==> config.mk <==
export PLATFORM = sky130hd
export DESIGN_NAME = sync_fifo_fwft_ctrl
export DESIGN_NICKNAME = d
export VERILOG_FILES = /design/src/rtl/fifo_pkg.sv /design/src/rtl/dist_sdpram_core.sv /design/src/rtl/sync_fifo_fwft_ctrl.sv
export SDC_FILE = /design/constraint.sdc
export NUM_CORES = 1
export LEC_CHECK = 0
export CORE_AREA = 2 2 171 173
export CTS_CLUSTER_DIAMETER = 60
export DETAILED_ROUTE_END_ITERATION = 6
export DIE_AREA = 0 0 173 175
export GPL_ROUTABILITY_DRIVEN = 0
export PLACE_DENSITY = 0.59
export SKIP_LAST_GASP = 1
export SLEW_MARGIN = 40
export SYNTH_ARGS = -nofsm -noshare
export SYNTH_HDL_FRONTEND = slang
export SYNTH_SLANG_ARGS = --single-unit
==> constraint.sdc <==
create_clock -name clk -period 5.4 [get_ports clk]
set_clock_uncertainty 0.2 [all_clocks]
set_input_delay 1.08 -clock clk [delete_from_list [all_inputs] [get_ports clk]]
set_output_delay 1.08 -clock clk [all_outputs]
set_load 0.01 [all_outputs]
==> src/rtl/fifo_pkg.sv <==
// Shared sizing helpers, output-stage state type and parameter legality check
// for the first-word-fall-through FIFO.
package fifo_pkg;

    typedef enum logic {
        OUT_EMPTY = 1'b0,
        OUT_VALID = 1'b1
    } out_state_t;

    function automatic int fifo_depth(input int addr_width);
        return 1 << addr_width;
    endfunction

    // Room for depth+1 words: RAM plus the output register.
    function automatic int level_width(input int addr_width);
        return addr_width + 1;
    endfunction

    function automatic bit params_legal(input int addr_width, input int data_width,
                                        input int almost_full_num, input int almost_empty_num);
        return (addr_width >= 4) && (addr_width <= 10) &&
               (data_width >= 1) && (data_width <= 256) &&
               (almost_full_num >= 1) && (almost_full_num <= fifo_depth(addr_width)) &&
               (almost_empty_num >= 0) && (almost_empty_num <= fifo_depth(addr_width));
    endfunction

endpackage

==> src/rtl/dist_sdpram_core.sv <==
// Distributed simple-dual-port RAM: registered write, combinational read.
// Latency: write visible one edge later; read is same-cycle.
// Backpressure: none; the caller guarantees we only on free slots.
module dist_sdpram_core
    import fifo_pkg::*;
#(
    parameter int ADDR_WIDTH = 4,
    parameter int DATA_WIDTH = 16
) (
    input  logic                  clk,
    input  logic                  we,
    input  logic [ADDR_WIDTH-1:0] waddr,
    input  logic [DATA_WIDTH-1:0] wdata,
    input  logic [ADDR_WIDTH-1:0] raddr,
    output logic [DATA_WIDTH-1:0] rdata
);

    localparam int DEPTH = fifo_depth(ADDR_WIDTH);

    logic [DATA_WIDTH-1:0] mem [0:DEPTH-1];

    always_ff @(posedge clk) begin
        if (we) begin
            mem[waddr] <= wdata;
        end
    end

    assign rdata = mem[raddr];

endmodule

==> src/rtl/sync_fifo_fwft_ctrl.sv <==
// Single-clock FWFT FIFO: distributed RAM plus one registered output word.
// Latency: a word written at one edge shows on rd_data after the next edge.
// Backpressure: rd_valid/rd_ready on the output; writes while full are dropped and flagged by overflow.
module sync_fifo_fwft_ctrl
    import fifo_pkg::*;
#(
    parameter int ADDR_WIDTH       = 4,
    parameter int DATA_WIDTH       = 16,
    parameter int ALMOST_FULL_NUM  = 12,
    parameter int ALMOST_EMPTY_NUM = 2
) (
    input  logic                  clk,
    input  logic                  rst_n,
    input  logic                  wr_en,
    input  logic [DATA_WIDTH-1:0] wr_data,
    output logic                  full,
    output logic                  almost_full,
    output logic                  overflow,
    output logic                  rd_valid,
    input  logic                  rd_ready,
    output logic [DATA_WIDTH-1:0] rd_data,
    output logic                  almost_empty,
    output logic [ADDR_WIDTH:0]   level
);

    localparam int                LW      = level_width(ADDR_WIDTH);
    localparam logic [ADDR_WIDTH:0] DEPTH_C = LW'(fifo_depth(ADDR_WIDTH));
    localparam logic [ADDR_WIDTH:0] AF_C    = LW'(ALMOST_FULL_NUM);
    localparam logic [ADDR_WIDTH:0] AE_C    = LW'(ALMOST_EMPTY_NUM);

    if (!params_legal(ADDR_WIDTH, DATA_WIDTH, ALMOST_FULL_NUM, ALMOST_EMPTY_NUM)) begin : g_param_check
        $error("sync_fifo_fwft_ctrl: parameter outside legal range");
    end

    logic [ADDR_WIDTH-1:0] wr_ptr;
    logic [ADDR_WIDTH-1:0] rd_ptr;
    logic [ADDR_WIDTH:0]   ram_cnt;
    logic [DATA_WIDTH-1:0] ram_rdata;
    out_state_t            out_state;
    logic                  wr_acc;
    logic                  ld;

    assign wr_acc = wr_en & ~full;
    assign ld     = (ram_cnt != '0) & (~rd_valid | rd_ready);

    dist_sdpram_core #(
        .ADDR_WIDTH (ADDR_WIDTH),
        .DATA_WIDTH (DATA_WIDTH)
    ) u_ram (
        .clk   (clk),
        .we    (wr_acc),
        .waddr (wr_ptr),
        .wdata (wr_data),
        .raddr (rd_ptr),
        .rdata (ram_rdata)
    );

    always_ff @(posedge clk or negedge rst_n) begin
        if (!rst_n) begin
            wr_ptr    <= '0;
            rd_ptr    <= '0;
            ram_cnt   <= '0;
            rd_data   <= '0;
            out_state <= OUT_EMPTY;
            overflow  <= 1'b0;
        end else begin
            if (wr_acc) begin
                wr_ptr <= wr_ptr + 1'b1;
            end
            case (out_state)
                OUT_EMPTY: begin
                    if (ld) begin
                        rd_data   <= ram_rdata;
                        rd_ptr    <= rd_ptr + 1'b1;
                        out_state <= OUT_VALID;
                    end
                end
                OUT_VALID: begin
                    if (ld) begin
                        rd_data <= ram_rdata;
                        rd_ptr  <= rd_ptr + 1'b1;
                    end else if (rd_ready) begin
                        out_state <= OUT_EMPTY;
                    end
                end
                default: out_state <= OUT_EMPTY;
            endcase
            ram_cnt  <= ram_cnt + {{ADDR_WIDTH{1'b0}}, wr_acc} - {{ADDR_WIDTH{1'b0}}, ld};
            overflow <= wr_en & full;
        end
    end

    // Status is decoded from registered state only, so no input reaches these outputs.
    assign rd_valid     = (out_state == OUT_VALID);
    assign full         = (ram_cnt == DEPTH_C);
    assign level        = ram_cnt + {{ADDR_WIDTH{1'b0}}, rd_valid};
    assign almost_full  = (level >= AF_C);
    assign almost_empty = (level <= AE_C);

endmodule

==> results.yml <==
clocking:
  htreeDepth: 1
  cts_buffers: 30
  hold_buffers: 0
  cts-root-buf: "clkbuf_16"
  clkLatencyLatePin_ns: 0.55
  cts_setup_buffers: 0
  cts_num_sinks: 287
  cts_resized: 0
  cts_max_path_buffers: 3
  cts.clk_slew.worst_paths_ns: 0.06
  cts_tree: "built"
sta:
  min_period_ns: 3.846
  hold_viol: 0
  grt_setup_unrepaired: "no"
  max_freq_ghz: 0.2600
  max-slew-margin-rel: 0.4173
  fin_crit_sh: 0.7122
  setup_viol_count_final: 0
  tns_ns: 0
  worstMarginPinSlew_ns: 0.8741
  drv_slew: 0
global_route:
  grt-ovfl-total: 0
  grt_max_degree: 39
  antenna_found_initial: 0
  grt_pass1_wl_mm: 35.60
  grt_util_all_layers: 0.1594
  grt_pass1_vias: 5661
synth:
  mappedNetlistArea_sq_um: 11270
  syn-num-nets: 569
  avgSynthCellArea_sq_um: 21.15
  yosys_warnings: 0
  synth_cell_types: 41
  ys.flop_type: "edfxtp_1"
  netlist_instances: 533
  synthSimpleGateAreaFrac: 0.02342
  synthMuxAreaShare: 0.1441
  ys_seq_area_frac: 0.7508
  synth_compound_area_frac: 0.03119
  synth_edf_count: 256
  synth_fa_ha_area_frac: 0.01843
  ys_seq_elements: 287
  synth_top_family_by_area: "multiplexers"
  synth_xor_area_frac: 0.01010
  async_reset_ff_frac: 0.1080
status:
  status: "complete, no violations"
pwr:
  p_sw_mw: 2.136
  power_density_nw_per_um2: 529.9
  clkPwrFrac: 0.268
  p_total_mw: 6.986
  power_frac_seq: 0.423
  pwr-share-comb: 0.309
  internal-power_mw: 4.850
  ir_drop_mv: 0.2453
  p_leak_nw: 4.315
  swShare: 0.3058
layout:
  drive_above_1_share: 0.2588
  fillCellCount: 2378
  final_common_cell: "edfxtp_1"
  antenna-diode-count: 0
  multi_input_area_sq_um: 2661
  fin_nets: 637
  layout_common_cells: "256 x edfxtp_1, 64 x mux4_2, 44 x clkdlybuf4s50_1"
  stdcell_count: 1006
  seqCellArea_sq_um: 8471
  area_growth_pct: 16.96
route:
  vias_per_cell: 5.260
  vias: 5292
  postRouteAntennaNets: 0
  first_pass_iters: 5
  drt_iter0_drc: 481
  routed_wl_mm: 23.79
  wl_per_cell_um: 23.65
  drc: 0
die:
  rows: 62
  start_util: 0.3970
  core_area_sq_um: 28390
  die-area_sq_um: 30280
  pin_count: 46
  die_height_um: 175
  die_w_um: 173
setup_path:
  crit_family: "buffers and inverters"
  cp_slowest_cell: "clkdlybuf4s50_1"
  critical_path_arrival_ns: 2.57
  path_cells: "ha_1 > ha_1 > nand2_1 > xnor2_1 > a2111oi_0 > clkdlybuf4s50_1"
  max_stage_delay_ns: 0.62
  cp-start-kind: "flip-flop"
  path_max_fanout: 4
  crit_buf_inv: 1
  cpMostUsedCell: "ha_1"
  crit_type: "flip-flop to output pin"
  required_ns: 4.12
  crit_path_end_kind: "output pin"
place:
  numPortBuffers: 45
  dp_cells: 953
  dp.final_hpwl_mm: 15.03
hold_path:
  hold_class: "input pin to asynchronous set/reset pin"
flow_run:
  drv_cap: 0
## power groups by stage
stage	Clock [mW]	Combinational, mW	Sequential, mW
2_1_floorplan	0	1.50	2.90
3_3_place_gp	0	1.99	3.10
3_5_place_dp	0	2.19	3.00
4_1_cts	1.91	2.20	2.96
5_1_grt	2.00	2.32	2.99
6_report	1.87	2.16	2.96
## kinds of logic after synthesis
logic type	after synthesis
flip-flops	287
multiplexers	82
AND/OR/NAND/NOR	50
buffers and inverters	45
AO/OA/AOI/OAI	40
adder cells (fa/ha/maj)	16
XOR/XNOR	13
## stage by stage
step / hold WS, ns / utilization / cell area, sq um / setup WS [ns]
3_5_place_dp: 0.3426 / 0.4327 / 12290 / 1.451
6_report: 0.3164 / 0.4643 / 13180 / 1.554
5_1_grt: 0.3370 / 0.4643 / 13180 / 1.261
3_3_place_gp: 0.3285 / 0.4302 / 12210 / 1.505
4_1_cts: 0.3169 / 0.4641 / 13180 / 1.515
2_1_floorplan: 0.2848 / - / 11270 / 1.769
## cell usage after synthesis (2+ instances only)
| cell | count | area share |
|---|---|---|
| inv_1 | 16 | 0.0053 |
| ha_1 | 15 | 0.017 |
| buf_1 | 2 | 0.00067 |
| dfrtp_1 | 31 | 0.069 |
| buf_4 | 3 | 0.0020 |
| mux2i_1 | 16 | 0.014 |
| edfxtp_1 | 256 | 0.68 |
| nand4_1 | 2 | 0.0011 |
| a221oi_2 | 10 | 0.013 |
| buf_2 | 14 | 0.0062 |
| nor3_1 | 4 | 0.0018 |
| xor2_1 | 4 | 0.0031 |
| clkbuf_1 | 4 | 0.0013 |
| nor4_1 | 4 | 0.0022 |
| buf_6 | 3 | 0.0030 |
| a221oi_1 | 5 | 0.0039 |
| and2_1 | 6 | 0.0033 |
| a21oi_1 | 3 | 0.0013 |
| a21o_1 | 2 | 0.0013 |
| mux2_2 | 2 | 0.0020 |
| o22ai_1 | 15 | 0.0083 |
| nor2_1 | 20 | 0.0067 |
| mux4_2 | 64 | 0.13 |
| o21ai_0 | 2 | 0.00089 |
| nand2_1 | 6 | 0.0020 |
| xnor2_1 | 9 | 0.0070 |
## worst paths after layout
kind / from / endpoint / slack [ns] / cells past startpoint
hold reg to reg: rd_ptr[3] / rd_ptr[3] / 0.35 / 1
setup / recovery: rd_valid / almost_empty / 1.55 / 6
min in group clk: rd_ptr[3] / rd_ptr[3] / 0.35 / 1
setup reg to reg: ram_cnt[2] / ram_cnt[4] / 1.98 / 14
max in group asynchronous: rst_n / rd_ptr[2] / 4.31 / 1
hold / removal: rst_n / rd_data[10] / 0.32 / 1
## worst reg2reg max path: cells and delay by family (launching register included)
kind / cells / cell delay, ns
xor+xnor: 1 / 0.15
fa+ha+maj: 4 / 1.09
compound gates: 2 / 0.22
flops: 1 / 0.45
buf+inv: 5 / 0.48
simple gates: 2 / 0.76
## cell type report
class	instances	area share
Sequential cell	287	0.6425
Multi-Input combinational cell	201	0.2019
Clock buffer	38	0.05922
Timing Repair Buffer	64	0.04669
Tap cell	384	0.03644
Clock inverter	15	0.008446
Inverter	17	0.004840
## layer usage
metal,track usage,routed length (um)
met5,0,0
met3,0.03111,1281
met2,0.2643,11710
met4,0.03955,425
met1,0.2183,10370
## sequential cells by signal (all words and copies together), names as in the netlist
signal     count
wr_ptr         4
rd_data       16
rd_ptr         4
rd_valid       1
u_ram.mem    256
overflow       1
ram_cnt        5
No activity file was read; power rests on OpenSTA's default activity.
